### src/rtl/poker_pkg.sv
// Shared poker datapath types and constants, plus the flush evaluator FSM encoding.
package poker_pkg;

   localparam int CARD_NUM_W    = 4;
   localparam int NUM_RANKS     = 13;
   localparam int RANK_ACE      = 13;
   localparam int MAX_CARD_NUM  = 12;
   localparam int DEF_NUM_SUITS = 4;
   localparam int FLOWER_W      = $clog2(DEF_NUM_SUITS);

   typedef logic [CARD_NUM_W-1:0] card_num_t;
   typedef logic [FLOWER_W-1:0]   card_flower_t;
   typedef logic [NUM_RANKS-1:0]  rank_mask_t;

   typedef enum logic [2:0] {
      IDLE,
      LOAD,
      SELECT,
      SCAN,
      DONE
   } state_t;

   // Ace is dealt as number 0 but ranks above King.
   function automatic card_num_t num_to_rank(input card_num_t num);
      return (num == '0) ? card_num_t'(RANK_ACE) : num;
   endfunction

endpackage

### src/rtl/suit_mask_stats.sv
// Popcount and highest set rank (1..13, 0 when empty) of one suit's rank mask.
module suit_mask_stats
   import poker_pkg::*;
(
   input  logic [NUM_RANKS-1:0]  mask,
   output logic [CARD_NUM_W-1:0] pop_count,
   output logic [CARD_NUM_W-1:0] top_rank
);

   // NOTE: every output gets a default before the loop so no latch is inferred.
   always_comb begin
      pop_count = '0;
      top_rank  = '0;
      for (int i = 0; i < NUM_RANKS; i++) begin
         if (mask[i]) begin
            pop_count = pop_count + 1'b1;
            top_rank  = CARD_NUM_W'(i + 1);
         end
      end
   end

endmodule

### src/rtl/flush_evaluator.sv
// Streams NUM_CARDS cards into per-suit rank masks, picks the flush suit and
// scans its mask from Ace downwards to report the top FLUSH_LEN ranks.
module flush_evaluator
   import poker_pkg::*;
#(
   parameter int  NUM_CARDS = 7,
   parameter int  FLUSH_LEN = 5,
   parameter int  NUM_SUITS = 4,
   localparam int SW        = $clog2(NUM_SUITS)
) (
   input  logic                   clk,
   input  logic                   rst,
   input  logic                   start,
   input  logic                   card_valid,
   output logic                   card_ready,
   input  logic [CARD_NUM_W-1:0]  card_number,
   input  logic [SW-1:0]          card_flower,
   output logic                   busy,
   output logic                   done,
   output logic                   is_flush,
   output logic [SW-1:0]          flush_suit,
   output logic [CARD_NUM_W-1:0]  flush_max_num,
   output logic [4*FLUSH_LEN-1:0] flush_ranks,
   output logic                   card_err
);

   localparam int CNT_W = $clog2(NUM_CARDS + 1);
   localparam int CAP_W = $clog2(FLUSH_LEN + 1);

   state_t                  state;
   rank_mask_t              suit_mask [NUM_SUITS];
   logic [CNT_W-1:0]        card_cnt;
   rank_mask_t              scan_mask;
   logic [CARD_NUM_W-1:0]   scan_rank;
   logic [CAP_W-1:0]        cap_cnt;

   logic [CARD_NUM_W-1:0]   suit_pop [NUM_SUITS];
   logic [CARD_NUM_W-1:0]   suit_top [NUM_SUITS];

   logic                    sel_found;
   logic [SW-1:0]           sel_suit;
   logic [CARD_NUM_W-1:0]   sel_top;

   logic [CARD_NUM_W-1:0]   card_rank;
   logic [CARD_NUM_W-1:0]   card_bit;
   logic                    card_bad;
   logic                    card_dup;
   logic                    card_accept;

   for (genvar s = 0; s < NUM_SUITS; s++) begin : g_stats
      suit_mask_stats u_stats (
         .mask      (suit_mask[s]),
         .pop_count (suit_pop[s]),
         .top_rank  (suit_top[s])
      );
   end

   // Highest top rank wins; strict compare keeps the lowest suit on ties.
   always_comb begin
      sel_found = 1'b0;
      sel_suit  = '0;
      sel_top   = '0;
      for (int s = 0; s < NUM_SUITS; s++) begin
         if (int'(suit_pop[s]) >= FLUSH_LEN && (!sel_found || suit_top[s] > sel_top)) begin
            sel_found = 1'b1;
            sel_suit  = SW'(s);
            sel_top   = suit_top[s];
         end
      end
   end

   always_comb begin
      card_rank = num_to_rank(card_number);
      card_bit  = card_rank - 1'b1;
      card_bad  = (card_number > CARD_NUM_W'(MAX_CARD_NUM)) || (int'(card_flower) >= NUM_SUITS);
      card_dup  = !card_bad && suit_mask[card_flower][card_bit];
   end

   assign card_ready  = (state == LOAD);
   assign busy        = (state != IDLE);
   assign done        = (state == DONE);
   assign card_accept = card_valid && card_ready;

   // NOTE: sequential state uses non-blocking assignments only, so every flop
   // samples pre-edge values regardless of statement order.
   always_ff @(posedge clk) begin
      if (rst) begin
         state         <= IDLE;
         card_cnt      <= '0;
         scan_mask     <= '0;
         scan_rank     <= '0;
         cap_cnt       <= '0;
         is_flush      <= 1'b0;
         flush_suit    <= '0;
         flush_max_num <= '0;
         flush_ranks   <= '0;
         card_err      <= 1'b0;
         // NOTE: the suit masks are a handful of flops, not a RAM, so they are
         // reset like any other state to discard a partial stream.
         for (int s = 0; s < NUM_SUITS; s++) suit_mask[s] <= '0;
      end else begin
         case (state)
            IDLE: begin
               if (start) begin
                  for (int s = 0; s < NUM_SUITS; s++) suit_mask[s] <= '0;
                  card_cnt <= '0;
                  card_err <= 1'b0;
                  state    <= LOAD;
               end
            end

            LOAD: begin
               if (card_accept) begin
                  card_cnt <= card_cnt + 1'b1;
                  if (card_bad || card_dup) card_err <= 1'b1;
                  else                      suit_mask[card_flower][card_bit] <= 1'b1;
                  if (card_cnt == CNT_W'(NUM_CARDS - 1)) state <= SELECT;
               end
            end

            SELECT: begin
               is_flush      <= 1'b0;
               flush_max_num <= '0;
               flush_ranks   <= '0;
               if (sel_found) begin
                  flush_suit <= sel_suit;
                  scan_mask  <= suit_mask[sel_suit];
                  scan_rank  <= CARD_NUM_W'(RANK_ACE);
                  cap_cnt    <= '0;
                  state      <= SCAN;
               end else begin
                  flush_suit <= '0;
                  state      <= DONE;
               end
            end

            // Fixed 13-cycle walk from Ace down to rank 1; no early exit.
            SCAN: begin
               if (scan_mask[scan_rank - 1'b1] && int'(cap_cnt) < FLUSH_LEN) begin
                  for (int k = 0; k < FLUSH_LEN; k++) begin
                     if (int'(cap_cnt) == k) flush_ranks[4*(FLUSH_LEN-1-k) +: 4] <= scan_rank;
                  end
                  if (cap_cnt == '0) flush_max_num <= scan_rank;
                  cap_cnt <= cap_cnt + 1'b1;
               end
               scan_rank <= scan_rank - 1'b1;
               if (scan_rank == CARD_NUM_W'(1)) begin
                  is_flush <= 1'b1;
                  state    <= DONE;
               end
            end

            DONE:    state <= IDLE;
            default: state <= IDLE;
         endcase
      end
   end

endmodule

### config.mk
export PLATFORM = sky130hd
export DESIGN_NAME = flush_evaluator
export DESIGN_NICKNAME = d
export VERILOG_FILES = /design/src/rtl/poker_pkg.sv /design/src/rtl/suit_mask_stats.sv /design/src/rtl/flush_evaluator.sv
export SDC_FILE = /design/constraint.sdc
export NUM_CORES = 1
export LEC_CHECK = 0
export BUFFER_PORTS_ARGS = -buffer_cell sky130_fd_sc_hd__buf_2
export CORE_UTILIZATION = 30
export DETAILED_ROUTE_END_ITERATION = 16
export MAX_ROUTING_LAYER = met4
export PLACE_DENSITY_LB_ADDON = 0.2
export SYNTH_ARGS = -nofsm -noshare
export SYNTH_HDL_FRONTEND = slang
export SYNTH_HIERARCHICAL = 1
export SYNTH_SLANG_ARGS = --single-unit
### constraint.sdc
create_clock -name clk -period 13.8 [get_ports clk]
set_clock_uncertainty 0.15 [all_clocks]
set_input_delay 0.69 -clock clk [delete_from_list [all_inputs] [get_ports clk]]
set_output_delay 0.69 -clock clk [all_outputs]
set_load 0.02 [all_outputs]
==> flow_summary_export.csv, run 1 <==
group,metric,value,unit
timing,timing.final.crit_share,88.19,%
clock_tree,cts-root-buf,"clkbuf_16",
finish,layout-drive-gt1-share,11.44,%
logic_synthesis,async_flop_share,0,%
floorplan,ios,41,
floorplan,start_util,30.77,%
clock_tree,cts_sinks,102,
logic_synthesis,synth_top_area_share,17.96,%
logic_synthesis,yosysMostFrequentCell,"nand2_1",
global_routing,antenna_found_initial,0,
pwr,p_leak,4.965,nW
logic_synthesis,synth_seq_area_share,17.96,%
timing,tns,0,ps
logic_synthesis,synth_top_cell_by_area,"dfxtp_1",
clock_tree,cts_resized,0,
timing,relSlewSlack,23.81,%
global_routing,grt_pass1_wl,53010,um
route,final_antenna_net_count,0,
worst_hold_path,hold_class,"reg -> reg",
timing,finalSetupViolations,0,
route,drt_iter0_drc,627,
setup_path,endpoint_kind,"flip-flop",
global_routing,grtUsageTotal,17.63,%
logic_synthesis,synth_nets,1528,
logic_synthesis,post_synth_num_cell_types,77,
finish,fillerInstances,3983,
pwr,fin_total_pwr,0.0006291,W
setup_path,slowest_stage,"nor2_2",
route,wirelength,32710,um
setup_path,cp.arrival,12200,ps
global_routing,first_global_vias,9671,
route,vias,10070,
floorplan,core_area,36960,um2
finish,nNetsFinal,1492,
setup_path,cp-start-kind,"flip-flop",
place,dp_hpwl,24550,um
finish,diodes,0,
clock_tree,clk_path_buf_depth,2,
floorplan,dieHeight,196.7,um
clock_tree,clk_latency,370,ps
timing,finalMaxSlewViolations,0,
timing,fmax,82.17,MHz
timing,rsz0062_at_grt,"false",
pwr,powerDensity,51.76,nW/um2
clock_tree,cts-hold-fix-buffers,0,
floorplan,die_area,38690,um2
global_routing,grt_max_degree,55,
pwr,peakVddDrop,58.19,uV
clock_tree,cts_htree_levels,3,
route,drcViolationCount,0,
floorplan,chipWidth,196.7,um
timing,worstMarginPinSlew,1143,ps
logic_synthesis,ys_ff_latch,102,
logic_synthesis,syn_inst,1438,
route,via_per_inst,5.268,
setup_path,cp_common_cell,"ha_1",
place,globalplace.congestion,0.9709,
logic_synthesis,synth_edf_count,0,
route,dr.pass1.iters,5,
route,wl_per_cell,17.12,um
floorplan,rows,70,
timing,hold_violations,0,
setup_path,cp.required,13830,ps
setup_path,max_stage_delay,840,ps
clock_tree,path_clk_slew,80,ps
setup_path,worst-setup-path-type,"reg -> reg",
logic_synthesis,synth.area.top_cells,"dfxtp_1 18%, ha_1 8.8%, xnor2_1 6.4%",
timing,min_period,12170,ps
clock_tree,postCtsSetupBuffers,0,
logic_synthesis,syn_avg_cell_area,7.907,um2
run_status,status,"finished, final reports clean",
job,cap_violations,0,
logic_synthesis,synthTopCellsByCount,"167 x nand2_1, 162 x nor2_1, 102 x dfxtp_1",
logic_synthesis,syn-cell-area,11370,um2
setup_path,critPathMaxFanout,35,
clock_tree,cts_tree,"built",
clock_tree,numCtsBuffers,9,
place,io_buffers,40,
logic_synthesis,ys.flop_type,"dfxtp_1",
finish,syn2layout_area_growth,6.889,%
logic_synthesis,ys_warn_count,6,
global_routing,overflow,0,
## logic make-up after synthesis
logic type / Yosys count / synth area share (%)
AND/OR/NAND/NOR: 556 / 23.45
AO/OA/AOI/OAI: 322 / 20.32
buffers and inverters: 164 / 6.294
XOR/XNOR: 151 / 15.42
adder cells (fa/ha/maj): 80 / 8.803
flip-flops: 102 / 17.96
multiplexers: 63 / 7.757
## flip-flops by register name, indices dropped and copies added, names as in the netlist
name / flops
cap_cnt: 3
card_cnt: 3
card_err: 1
flush_max_num: 4
flush_ranks: 16
flush_suit: 2
is_flush: 1
scan_mask: 13
scan_rank: 4
state: 3
suit_mask: 52
## power breakdown
group	internal, W	switching (W)	leakage [nW]
Sequential	0.000295	0.00000158	0.822
Combinational	0.0000146	0.0000334	3.98
Clock	0.000155	0.000130	0.161
## routing by layer
metal  vias up  global-route usage (%)  share of wire, %
li1       5030                       -                 -
met1      4801                   23.25                48
met2       198                   28.71                46
met3        39                   1.711               3.6
met4         0                   4.823               1.9
met5         -                       -                 0
## worst paths after layout
kind | from | endpoint | slack, ps | cells past startpoint
setup reg to reg | suit_mask[0][0] | scan_mask[0] | 1630 | 55
setup / recovery | suit_mask[0][0] | scan_mask[0] | 1630 | 55
hold reg to reg | flush_ranks[2] | flush_ranks[2] | 310 | 1
hold / removal | flush_ranks[2] | flush_ranks[2] | 310 | 1
## cell usage in the layout (no fill, tap or decap), types with 17 or more instances in the layout
cell,count
and3_1,18
buf_2,40
nor2_1,162
nor3_1,42
xnor2_2,24
nand3b_1,25
xor2_1,28
ha_1,80
nand2b_1,24
xnor2_1,83
o21ai_0,83
nand3_1,43
and2_1,22
inv_1,68
nand2_1,167
a21oi_1,42
dfxtp_1,102
a21o_1,17
mux2i_1,38
## per-stage QoR
| step | setup WS [ps] | utilization [%] | hold WS (ps) | std cells | cell area, um2 |
|---|---|---|---|---|---|
| detailed placement | 1820 | 32.00 | 290.6 | 1895 | 11830 |
| global placement | 2189 | 32.00 | 299.5 | 1895 | 11830 |
| global route | 673.2 | 32.88 | 324.3 | 1911 | 12150 |
| floorplan | 3040 | - | 302.9 | 1438 | 11370 |
| finish | 1630 | 32.88 | 305.5 | 1911 | 12150 |
| CTS | 1733 | 32.88 | 309.2 | 1911 | 12150 |
## worst max-delay path, delay by kind of cell, from the launching register on
kind            cells  cell delay, ps
xor+xnor            5             970
compound gates     20            3720
mux                 2             460
flops               1             470
simple gates       14            2670
buf+inv             4             580
fa+ha+maj          10            2950
## area by class of cell
cell class              count  area (um2)  area share [%]
repair buffers             49       267.8           2.203
inverters                  68       255.2           2.100
clock inverters             5       75.07          0.6177
well taps                 504       630.6           5.188
flip-flops and latches    102        2042           16.80
multi-input cells        1172        8631           71.01
clock buffers              11       252.7           2.079
Note: power is estimated with default switching activity, not from simulation.
==> inputs of run 2 (changes only) <==
==> constraint.sdc (replaced) <==
create_clock -name clk -period 13.8 [get_ports clk]
set_clock_uncertainty 0.15 [all_clocks]
set_input_delay 0 -clock clk [delete_from_list [all_inputs] [get_ports clk]]
set_output_delay 0 -clock clk [all_outputs]
set_load 0.02 [all_outputs]
==> flow_summary_export.csv, run 2 (synthesis results as in run 1) <==
group,metric,value,unit
place,dp_hpwl,24550,um
clock_tree,cts_sinks,102,
finish,largest_reg_flops,52,
pwr,powerDensity,51.63,nW/um2
job,cap_violations,0,
global_routing,grt_pass1_wl,53080,um
clock_tree,cts-root-buf,"clkbuf_16",
timing,min_period,12160,ps
timing,finalMaxSlewViolations,0,
route,drcViolationCount,0,
place,placed_area,11830,um2
global_routing,busiest_layer,"met2",
clock_tree,clk_latency,370,ps
setup_path,critPathMaxFanout,35,
timing,rsz0062_at_grt,"false",
place,globalplace.congestion,0.9709,
worst_hold_path,hp-start,"card_number[3]",
finish,final_cell_mix,"167 x nand2_1, 162 x nor2_1, 102 x dfxtp_1",
route,via_per_inst,5.269,
clock_tree,cts_resized,0,
setup_path,cp_common_cell,"ha_1",
finish,layout_commonest_cell,"nand2_1",
clock_tree,cts_htree_levels,3,
finish,layout-drive-gt1-share,11.40,%
pwr,fin_total_pwr,0.0006301,W
setup_path,worst-setup-path-type,"reg -> reg",
setup_path,cp.required,13830,ps
worst_hold_path,hold_class,"in -> reg",
finish,reg_top3,"suit_mask x52, flush_ranks x16, scan_mask x13",
clock_tree,numCtsBuffers,9,
route,wl_per_cell,17.04,um
setup_path,rr_endpoint,"scan_mask[0]",
timing,hold_violations,0,
setup_path,cp.arrival,12190,ps
global_routing,grt.met3_usage,1.694,%
clock_tree,clk_path_buf_depth,2,
setup_path,max_stage_delay,820,ps
global_routing,grt_util_met1,23.27,%
clock_tree,path_clk_slew,80,ps
setup_path,crit_family,"compound AO/OA/AOI/OAI gates",
timing,finalSetupViolations,0,
worst_hold_path,hold_depth,5,
timing,tns,0,ps
timing,worstMarginPinSlew,1135,ps
setup_path,endpoint_kind,"flip-flop",
finish,diodes,0,
global_routing,use_met2,28.76,%
run_status,status,"finished, final reports clean",
place,dp_cells,1895,
finish,fin_cells,1916,
setup_path,crit_buf_inv,4,
route,vias,10100,
setup_path,cp-start-kind,"flip-flop",
finish,nNetsFinal,1497,
global_routing,overflow,0,
pwr,p_leak,4.983,nW
floorplan,dieHeight,196.7,um
setup_path,r2r_slack,1640,ps
setup_path,rr_worst_depth,55,
global_routing,first_global_vias,9693,
floorplan,core_area,36960,um2
setup_path,r2r-start,"suit_mask[0][0]",
route,wirelength,32640,um
timing,relSlewSlack,24.33,%
route,dr.pass1.iters,5,
finish,syn2layout_area_growth,7.328,%
floorplan,rows,70,
finish,final_area,12200,um2
finish,regMostFlops,"suit_mask",
global_routing,grtUsageTotal,17.65,%
clock_tree,postCtsSetupBuffers,0,
clock_tree,cts_tree,"built",
route,final_antenna_net_count,0,
global_routing,grt_max_degree,55,
floorplan,start_util,30.77,%
timing,fmax,82.25,MHz
route,drt_iter0_drc,577,
worst_hold_path,holdPathEnd,"card_err",
pwr,peakVddDrop,58.22,uV
global_routing,antenna_found_initial,0,
place,io_buffers,40,
floorplan,ios,41,
clock_tree,cts-hold-fix-buffers,5,
timing,timing.final.crit_share,88.10,%
setup_path,slowest_stage,"nor2_2",
floorplan,die_area,38690,um2
floorplan,chipWidth,196.7,um
==> run 2: changes by cell type in the layout (fill, tap and decap cells not counted), sizes merged <==
cell,delta
dlygate4sd3,+5
==> run 2: report_power, final <==
group	internal [W]	total (W)	switching, W
Clock	0.000155	0.000285	0.000130
Sequential	0.000295	0.000297	0.00000159
Combinational	0.0000154	0.0000488	0.0000334
Total	0.000465	0.000630	0.000165
==> run 2: cell type report <==
| type | instances | area (um2) |
|---|---|---|
| Inverter | 68 | 255.2 |
| Tap cell | 504 | 630.6 |
| Fill cell | 3976 | 24760 |
| Clock inverter | 5 | 75.07 |
| Timing Repair Buffer | 54 | 317.8 |
| Sequential cell | 102 | 2042 |
| Clock buffer | 11 | 252.7 |
| Multi-Input combinational cell | 1172 | 8631 |
==> run 2: metrics by stage <==
stage / setup slack (ps) / hold slack, ps / utilization (%)
final: 1642 / 45.63 / 33.02
after global routing: 673.2 / 101.5 / 33.02
after CTS: 1733 / 46.62 / 33.02
after detailed placement: 1820 / 232.9 / 32.00
after global placement: 2189 / 234.3 / 32.00
after floorplan: 3040 / 35.89 / -
==> run 2: metal layers <==
metal	routed length [um]	share of wire, %
met4	684	2.1
met1	15710	48
met3	1169	3.6
met5	0	0
met2	15080	46
==> run 2: how the worst max path moves through the flow <==
stage          cells past startpoint  slack (ps)       endpoint            start
4_1_cts                           55        1730   scan_mask[0]  suit_mask[0][0]
3_3_place_gp                      55        2190  scan_mask[12]  suit_mask[0][0]
5_1_grt                           55         670   scan_mask[7]  suit_mask[0][0]
3_5_place_dp                      55        1820   scan_mask[0]  suit_mask[0][0]
6_report                          55        1640   scan_mask[0]  suit_mask[0][0]
2_1_floorplan                     55        3040  scan_mask[10]  suit_mask[0][0]
==> run 2: worst register-to-register path, delay by kind of cell (launching register included) <==
family / cells / cell delay (ps)
and+or+nand+nor: 14 / 2710
muxes: 2 / 460
buffers and inverters: 4 / 580
xor gates and xnor gates: 5 / 980
AOI/OAI and AO/OA: 20 / 3650
adders and majority gates: 10 / 2960
DFF: 1 / 470
